==> src/rtl/hpu_pkg.sv <==
`default_nettype none
// ============================================================================
// Module      : hpu_pkg
// Description : Shared hypervector defaults, words-per-vector helper and the
//               result collector state encoding.
// Revision    : 1.0 - initial release
// ============================================================================
package hpu_pkg;

    localparam int c_DIM_DEFAULT  = 1023;
    localparam int c_WORD_DEFAULT = 32;

    function automatic int wpv(input int dim, input int word);
        return (dim + 1) / word;
    endfunction

    typedef enum logic [1:0] {
        ST_IDLE = 2'd0,
        ST_SEND = 2'd1,
        ST_TAIL = 2'd2
    } collector_state_t;

endpackage
`default_nettype wire

==> src/rtl/core_result_collector_if.sv <==
`default_nettype none
// ============================================================================
// Module      : core_result_collector_if
// Description : Core-side store port and downstream word stream of the
//               result collector.
// Revision    : 1.0 - initial release
// ============================================================================
interface core_result_collector_if
    import hpu_pkg::*;
#(
    parameter int DIM  = c_DIM_DEFAULT,
    parameter int WORD = c_WORD_DEFAULT
);
    logic            store;
    logic [DIM:0]    core_result;
    logic            last;
    logic            full;
    logic            put_v;
    logic [WORD-1:0] put_d;
    logic            put_last;
    logic            put_ready;

    modport master (
        output store, core_result, last, put_ready,
        input  full, put_v, put_d, put_last
    );

    modport slave (
        input  store, core_result, last, put_ready,
        output full, put_v, put_d, put_last
    );
endinterface
`default_nettype wire

==> src/rtl/vec_fifo.sv <==
`default_nettype none
// ============================================================================
// Module      : vec_fifo
// Description : Whole-vector FIFO; the caller guarantees push only when not
//               full and pop only when non-empty.
// Revision    : 1.0 - initial release
// ============================================================================
module vec_fifo
    import hpu_pkg::*;
#(
    parameter int WIDTH = c_DIM_DEFAULT + 1,
    parameter int DEPTH = 4
) (
    input  wire logic                       clk,
    input  wire logic                       rst,
    input  wire logic                       push,
    input  wire logic                       pop,
    input  wire logic [WIDTH-1:0]           din,
    output logic      [$clog2(DEPTH+1)-1:0] count,
    output logic      [WIDTH-1:0]           head
);

    localparam int c_PTR_W = (DEPTH > 1) ? $clog2(DEPTH) : 1;
    localparam int c_CNT_W = $clog2(DEPTH + 1);
    localparam logic [c_PTR_W-1:0] c_PTR_LAST = c_PTR_W'(DEPTH - 1);

    logic [WIDTH-1:0]   r_mem [DEPTH];
    logic [c_PTR_W-1:0] r_wr_ptr;
    logic [c_PTR_W-1:0] r_rd_ptr;
    logic [c_CNT_W-1:0] r_count;

    always_ff @(posedge clk) begin
        if (push) begin
            r_mem[r_wr_ptr] <= din;
        end
    end

    always_ff @(posedge clk) begin
        if (rst) begin
            r_wr_ptr <= '0;
            r_rd_ptr <= '0;
            r_count  <= '0;
        end else begin
            if (push) begin
                r_wr_ptr <= (r_wr_ptr == c_PTR_LAST) ? '0 : r_wr_ptr + 1'b1;
            end
            if (pop) begin
                r_rd_ptr <= (r_rd_ptr == c_PTR_LAST) ? '0 : r_rd_ptr + 1'b1;
            end
            r_count <= r_count + c_CNT_W'(push) - c_CNT_W'(pop);
        end
    end

    assign count = r_count;
    assign head  = r_mem[r_rd_ptr];

endmodule
`default_nettype wire

==> src/rtl/core_result_collector.sv <==
`default_nettype none
// ============================================================================
// Module      : core_result_collector
// Description : Buffers whole hypervectors from the core and serialises them
//               LS word first onto a ready/valid word stream with end marking.
//               Optional: COLLECTOR_OVERFLOW_EN adds a sticky overflow output.
// Revision    : 1.0 - initial release
// ============================================================================
module core_result_collector
    import hpu_pkg::*;
#(
    parameter int DIM   = c_DIM_DEFAULT,
    parameter int WORD  = c_WORD_DEFAULT,
    parameter int DEPTH = 4
) (
    input  wire logic               clk,
    input  wire logic               rst,
    core_result_collector_if.slave  bus
`ifdef COLLECTOR_OVERFLOW_EN
    ,
    output logic                    overflow
`endif
);

    localparam int c_WPV    = wpv(DIM, WORD);
    localparam int c_WCNT_W = (c_WPV > 1) ? $clog2(c_WPV) : 1;
    localparam int c_CNT_W  = $clog2(DEPTH + 1);
    localparam logic [c_WCNT_W-1:0] c_WORD_END = c_WCNT_W'(c_WPV - 1);
    localparam logic [c_CNT_W-1:0]  c_CNT_FULL = c_CNT_W'(DEPTH);
    localparam logic [c_CNT_W-1:0]  c_CNT_ONE  = c_CNT_W'(1);

    generate
        if (((DIM + 1) % WORD) != 0) begin : g_cfg_check
            $error("core_result_collector: DIM+1 must be a multiple of WORD");
        end
    endgenerate

    collector_state_t    r_state;
    collector_state_t    w_state_next;
    logic [c_WCNT_W-1:0] r_word;
    logic                r_last_pend;
    logic                r_full;
    logic                r_stalled;
    logic                r_held_last;
    logic [c_CNT_W-1:0]  w_count;
    logic [c_CNT_W-1:0]  w_count_next;
    logic [DIM:0]        w_head;
    logic [WORD-1:0]     w_words [c_WPV];
    logic                w_push;
    logic                w_pop;
    logic                w_xfer;
    logic                w_word_end;
    logic                w_last_in;
    logic                w_last_raw;

    assign w_push       = bus.store & ~r_full & ~rst;
    assign w_last_in    = bus.last & ~rst;
    assign w_xfer       = bus.put_v & bus.put_ready;
    assign w_word_end   = (r_word == c_WORD_END);
    assign w_pop        = (r_state == ST_SEND) & w_xfer & w_word_end;
    assign w_count_next = w_count + c_CNT_W'(w_push) - c_CNT_W'(w_pop);

    vec_fifo #(
        .WIDTH (DIM + 1),
        .DEPTH (DEPTH)
    ) u_vec_fifo (
        .clk   (clk),
        .rst   (rst),
        .push  (w_push),
        .pop   (w_pop),
        .din   (bus.core_result),
        .count (w_count),
        .head  (w_head)
    );

    generate
        for (genvar g = 0; g < c_WPV; g++) begin : g_words
            assign w_words[g] = w_head[g*WORD +: WORD];
        end
    endgenerate

    always_ff @(posedge clk) begin
        if (rst) begin
            r_state <= ST_IDLE;
        end else begin
            r_state <= w_state_next;
        end
    end

    // A push into an empty FIFO is seen directly so the first word is offered
    // on the cycle right after the store.
    always_comb begin
        w_state_next = r_state;
        case (r_state)
            ST_IDLE: begin
                if (w_push || (w_count != '0)) begin
                    w_state_next = ST_SEND;
                end else if (r_last_pend) begin
                    w_state_next = ST_TAIL;
                end
            end
            ST_SEND: begin
                if (w_pop) begin
                    w_state_next = (w_count_next != '0) ? ST_SEND : ST_IDLE;
                end
            end
            ST_TAIL: begin
                if (bus.put_ready) begin
                    w_state_next = ST_IDLE;
                end
            end
            default: w_state_next = ST_IDLE;
        endcase
    end

    always_comb begin
        bus.put_v  = 1'b0;
        bus.put_d  = '0;
        w_last_raw = 1'b0;
        case (r_state)
            ST_SEND: begin
                bus.put_v  = 1'b1;
                bus.put_d  = w_words[r_word];
                w_last_raw = w_word_end & r_last_pend & (w_count == c_CNT_ONE);
            end
            ST_TAIL: begin
                bus.put_v  = 1'b1;
                w_last_raw = 1'b1;
            end
            default: ;
        endcase
    end

    // While stalled, put_last keeps the value first offered for this word; a
    // late last then falls through to a trailing zero word instead.
    assign bus.put_last = r_stalled ? r_held_last : w_last_raw;
    assign bus.full     = r_full;

    always_ff @(posedge clk) begin
        if (rst) begin
            r_word      <= '0;
            r_last_pend <= 1'b0;
            r_full      <= 1'b0;
            r_stalled   <= 1'b0;
            r_held_last <= 1'b0;
        end else begin
            if ((r_state == ST_SEND) && w_xfer) begin
                r_word <= w_word_end ? '0 : r_word + 1'b1;
            end
            if (w_last_in) begin
                r_last_pend <= 1'b1;
            end else if (w_xfer && bus.put_last) begin
                r_last_pend <= 1'b0;
            end
            r_full      <= (w_count_next == c_CNT_FULL);
            r_stalled   <= bus.put_v & ~bus.put_ready;
            r_held_last <= bus.put_last;
        end
    end

`ifdef COLLECTOR_OVERFLOW_EN
    logic r_overflow;

    always_ff @(posedge clk) begin
        if (rst) begin
            r_overflow <= 1'b0;
        end else if (bus.store && r_full) begin
            r_overflow <= 1'b1;
        end
    end

    assign overflow = r_overflow;
`endif

endmodule
`default_nettype wire

==> src/flat_wrapper.sv <==
// flat-port wrapper written by rule: the top's interface ports become plain ports
module core_result_collector_flat import hpu_pkg::*;
#(
    parameter int DIM   = c_DIM_DEFAULT,
    parameter int WORD  = c_WORD_DEFAULT,
    parameter int DEPTH = 4
)
  (clk, rst, bus_store, bus_core_result, bus_last, bus_put_ready, bus_full, bus_put_v, bus_put_d, bus_put_last);
  core_result_collector_if #(.DIM(DIM), .WORD(WORD)) bus_i ();
  input  wire logic clk;
  input  wire logic rst;
  input wire logic [$bits(bus_i.store)-1:0] bus_store;
  input wire logic [$bits(bus_i.core_result)-1:0] bus_core_result;
  input wire logic [$bits(bus_i.last)-1:0] bus_last;
  input wire logic [$bits(bus_i.put_ready)-1:0] bus_put_ready;
  output wire logic [$bits(bus_i.full)-1:0] bus_full;
  output wire logic [$bits(bus_i.put_v)-1:0] bus_put_v;
  output wire logic [$bits(bus_i.put_d)-1:0] bus_put_d;
  output wire logic [$bits(bus_i.put_last)-1:0] bus_put_last;
  assign bus_i.store = bus_store;
  assign bus_i.core_result = bus_core_result;
  assign bus_i.last = bus_last;
  assign bus_i.put_ready = bus_put_ready;
  assign bus_full = bus_i.full;
  assign bus_put_v = bus_i.put_v;
  assign bus_put_d = bus_i.put_d;
  assign bus_put_last = bus_i.put_last;
  core_result_collector #(.DIM(DIM), .WORD(WORD), .DEPTH(DEPTH)) u_core (.clk(clk), .rst(rst), .bus(bus_i));
endmodule
==> config.mk <==
export PLATFORM = sky130hd
export DESIGN_NAME = core_result_collector_flat
export DESIGN_NICKNAME = d
export VERILOG_FILES = /design/src/rtl/hpu_pkg.sv /design/src/rtl/core_result_collector_if.sv /design/src/rtl/vec_fifo.sv /design/src/rtl/core_result_collector.sv /design/src/flat_wrapper.sv
export SDC_FILE = /design/constraint.sdc
export NUM_CORES = 2
export LEC_CHECK = 0
export CAP_MARGIN = 20
export CORE_ASPECT_RATIO = 1.25
export CORE_UTILIZATION = 40
export DETAILED_ROUTE_END_ITERATION = 6
export DONT_BUFFER_PORTS = 1
export PLACE_DENSITY_LB_ADDON = 0.12
export SLEW_MARGIN = 20
export SYNTH_ARGS = -nofsm -noshare
export SYNTH_HDL_FRONTEND = slang
export SYNTH_SLANG_ARGS = --single-unit
==> constraint.sdc <==
create_clock -name clk -period 81.1 [get_ports clk]
set_clock_uncertainty 0.2 [all_clocks]
set_input_delay 8.11 -clock clk [delete_from_list [all_inputs] [get_ports clk]]
set_output_delay 8.11 -clock clk [all_outputs]
set_load 0.01 [all_outputs]
---- Word level (Yosys, flattened, before mapping) ----
Memories as Yosys holds them, arrays and structs flattened. A register that Yosys moved wholly into a read port is not among the register bits.
Cells that the tools add are included.
storage, ports and cells
  bits in registers ....................... 18
  memory bits (writable) .................. 4,096
  input bits .............................. 1,029
  output and inout bits ................... 35
  logic and storage cells ................. 70
  memories ................................ 1
memories
  name                     depth  bits a word  read ports  clocked after Yosys merged registers in  write ports  line            source
  u_core.u_vec_fifo.r_mem  4      1,024        1           1                                        1            vec_fifo.sv:27  logic [WIDTH-1:0] r_mem [DEPTH];
cells by class
  add/sub/neg operators ................... 5
  $lt $le $gt $ge ......................... 1
  equal/unequal tests ..................... 10
  muxes and demuxes ....................... 22
  bitwise operators ....................... 13
  reductions and logical operators ........ 9
operator list
  cell                                                       count
  binary-select mux 32 bit (select 5 bit)                    1
  2-to-1 mux 32 bit                                          3
  2-to-1 mux 2 bit                                           8
  AND 1 bit                                                  9
  2-to-1 mux 1 bit                                           7
  == test 2 bit (second input constant)                      3
  greater-or-equal comparator 6 bit (second input constant)  1
  inverter 5 -> 6 bit                                        1
  case mux 2 bit (3 select lines)                            1
  nonzero test 3 bit                                         2
  adder 5 x 1 -> 5 bit (second input constant)               1
  == test 5 bit (second input constant)                      1
  2-to-1 mux 5 bit                                           1
  adder 2 x 1 -> 2 bit (second input constant)               2
  != test 2 bit (second input constant)                      2
  adder 3 x 1 -> 3 bit                                       1
  == test 3 x 1 -> 1 bit (second input constant)             1
  == test 3 bit (second input constant)                      1
  != test 3 x 1 -> 1 bit (second input constant)             1
  inverter 1 bit                                             3
  AND reduction 3 bit                                        1
  subtractor 3 x 1 -> 3 bit                                  1
  == test 2 x 1 -> 1 bit (second input constant)             1
  logical AND 1 bit                                          2
  5 further kinds                                            5

---- Logic depth before layout (Yosys ltp) ----
  word-level depth ........................ 11
  gate-level depth with buffers ........... 13
  mapped depth without buffers ............ 12

---- Hierarchy ----
From an unflattened synthesis, not the netlist that was laid out.
second synthesis, totals
  cell total of the unflattened synthesis .. 6,117
  area, all modules ....................... 156,229.8 um^2
modules (own cells, without submodules)
  module                 instances  cells each  area an instance (um^2)  sequential area each (um^2)
  vec_fifo               1          5,388       147,647.9                123,178.1
  core_result_collector  1          729         8,582.0                  220.2

---- Worst setup path before layout ----
Ideal clock, no wire load.
  path type ............................... input to register
  start point ............................. input port rst
  end point ............................... memory u_core.u_vec_fifo.r_mem[0][0] (netlist name) (enable)
  setup time .............................. 1.532 ns
  data arrival time ....................... 31.900 ns
  required time ........................... 79.368 ns
  slack ................................... 47.468 ns
  stages .................................. 3
  path buffers ............................ 1
  cells stage by stage .................... clkbuf_1 nor3b_1 and2_1
between the ends
  word-level cells in the longest chain between the ends .. 4
ends and longest elaborated chain
  item                                    line                         source
  from (decl)                             flat_wrapper.sv:11           input wire logic rst;
  inverter 1 bit                          core_result_collector.sv:56  assign w_push = bus.store & ~r_full & ~rst;
  AND 1 bit                               core_result_collector.sv:56
  via u_core.u_vec_fifo.push              vec_fifo.sv:16               input wire logic push,
  2-to-1 mux 1 bit                        vec_fifo.sv:33               if (push) begin
  2-to-1 mux 1 bit (not written as such)  vec_fifo.sv:34               r_mem[r_wr_ptr] <= din;
  to (decl)                               vec_fifo.sv:27
The timed path passes the listed nets, and every way through them passes these cells.

==> results.yml <==
detailed_routing:
  vias_per_cell: 5.639
  drc: 0
  wl_per_cell_um: 36.65
  dr.max_layer_used: "met5"
  drt_pass1_iterations: 6
  route.met3.wl_um: 56310
  wl_um: 483600
  ant_nets: 0
  m1WireLength_um: 172700
  num_vias: 74400
  wl_met2_um: 241400
  drt_iter0_drc: 5980
synth:
  postSynthNetCount: 8396
  synth_flop_cell: "edfxtp_1"
  yosysWarningCount: 0
  ys_async_sr_fraction_pct: 0
  synthCells: 7354
  avgSynthCellArea_um2: 21.40
  ys_types: 57
  ys_ff_latch: 4116
  syn_area_um2: 157400
  synth-edff-count: 4096
  yosysSeqAreaShare_pct: 78.41
global_route:
  grt_pass1_wl_um: 650100
  antenna_found_initial: 109
  grtUsageTotal_pct: 24.02
  grt_pass1_vias: 77470
  overflow: 0
  grt_max_degree: 145
clocking:
  clk_latency_ns: 1.02
  cts_tree: "yes"
  cts-resized-gates: 0
  root_buffer: "clkbuf_16"
  cts_setup_buffers: 0
  clk_path_buf_depth: 4
  ctsHtreeMaxLevel: 5
  clock_sinks: 4116
  hold_buffers: 0
  clk_pin_slew_ns: 0.06
  cts_buffers: 418
worst_setup_path:
  critPathCaptureType: "output port"
  cp_max_fo: 58
  startpoint_type: "flop"
  cp.required_ns: 72.79
  worstPathArrival_ns: 8.20
  path_class: "flop to output port"
die:
  dieArea_um2: 395900
  num_rows: 257
  die_height_um: 703.3
  start_util_pct: 40.18
  core_um2: 391700
  die_w_um: 563.0
  ios: 1064
sta:
  hold_viol: 0
  layout_worst_path_cycle_share_pct: 20.36
  setup_violations: 0
  final_max_slew_viol_count: 0
  finalCriticalPeriod_ns: 16.51
  hold-worst-slack_ns: 0.3349
  rsz0062_at_grt: "false"
  final.setup.worst_slack_ns: 64.59
  fmax_mhz: 60.55
  worst_pin_slew_ns: 1.197
  relSlewSlack_pct: 20.19
  tns_ns: 0
placed_design:
  dp_hpwl_um: 317500
  place_congestion: 0.7743
  dpl_cell_area_um2: 163900
  dp_slack_ns: 65.40
  port_buffers: 0
  dp_cells: 12300
pwr:
  power_density_nw_per_um2: 25.64
  power_mw: 4.549
  peakVddDrop_mv: 0.02091
  leakagePower_nw: 53.05
final_layout:
  area_growth_pct: 12.77
  final_nets: 8584
  drive_gt1_share_pct: 20.39
  stdcell_area_um2: 177500
  final_cell_mix: "edfxtp_1, mux4_2, mux2i_1"
  instances_no_fill: 13190
  final_common_cell: "edfxtp_1"
  post-route-util_pct: 45.31
min_path:
  hold_class: "flop to flop"
job:
  maxCapViolations: 0
status:
  outcome: "completed"
synthesized netlist by cell type, drive strengths merged (43+ instances only):
cell     instances  area [µm²]
o21ai           83       415.4
nand3           88       440.4
and3           112       700.7
o22ai           52       325.3
a2111oi         44       610.6
mux4           703       15830
a21oi          130       650.6
a22oi          352        2643
buf            244        1351
edfxtp        4096      123000
mux2i          692        6927
clkbuf         183       686.9
mux2            43       484.2
nor2            55       209.0
nand2          175       656.9
path summary, 6_finish.rpt:
path	start	depth (start not counted)	slack, ns	end
worst min-delay path	u_core.r_state[1]	2	0.33	u_core.r_state[1]
worst max register to register	u_core.bus.full	7	75.16	u_core.u_vec_fifo.r_mem[2][474]
worst min register to register	u_core.r_state[1]	2	0.33	u_core.r_state[1]
worst max-delay path	flop	12	64.59	bus_put_d[9]
kinds of logic (layout without fill, tap and decap cells):
kind of cell / Yosys count / count (layout) / share of synthesized area (%)
DFF: 4116 / 4116 / 78.41
muxes: 1438 / 1438 / 14.77
AOI/OAI and AO/OA: 779 / 779 / 3.560
and+or+nand+nor: 565 / 565 / 1.807
buffers and inverters: 441 / 978 / 1.329
adders and majority gates: 13 / 13 / 0.1081
xor gates and xnor gates: 2 / 2 / 0.01113
other: 0 / 122 / 0
where the power goes:
part           leakage (nW)  switching (mW)  internal [mW]
Sequential             37.4          0.0178           2.43
Clock                  6.44           0.827           1.06
Combinational          9.25           0.155         0.0598
Total                  53.0            1.00           3.55
worst max-delay path: stages (launching register included):
cell,delay (ns)
dfxtp_4,0.74
buf_4,0.54
buf_4,0.71
buf_4,0.72
buf_4,0.82
buf_4,0.73
buf_4,0.89
mux2i_1,0.28
a22oi_1,0.10
and3_1,0.27
a2111oi_2,0.67
buf_4,0.26
a41oi_1,0.32
metal layers:
layer	track usage, %	vias to the layer above
met5	0	-
met4	6.444	66
met3	11.34	580
met2	40.68	2342
met1	27.09	39950
li1	-	31470
final cells by class:
cell class	instances	area [µm²]
Multi-Input combinational cell	2797	32230
Inverter	14	62.56
Clock buffer	521	10930
Timing Repair Buffer	195	1718
Tap cell	5180	6481
Sequential cell	4116	123400
Fill cell	32980	214200
Antenna cell	122	305.3
Clock inverter	248	2321
sequential cells by signal (all words and copies together) (netlist names), named ones only:
name / cells
u_core.bus.full: 1
u_core.r_held_last: 1
u_core.r_last_pend: 1
u_core.r_stalled: 1
u_core.r_state: 2
u_core.r_word: 5
u_core.u_vec_fifo.count: 3
u_core.u_vec_fifo.r_mem: 4096
u_core.u_vec_fifo.r_rd_ptr: 2
u_core.u_vec_fifo.r_wr_ptr: 2
Note: power is estimated with default switching activity, not from simulation.
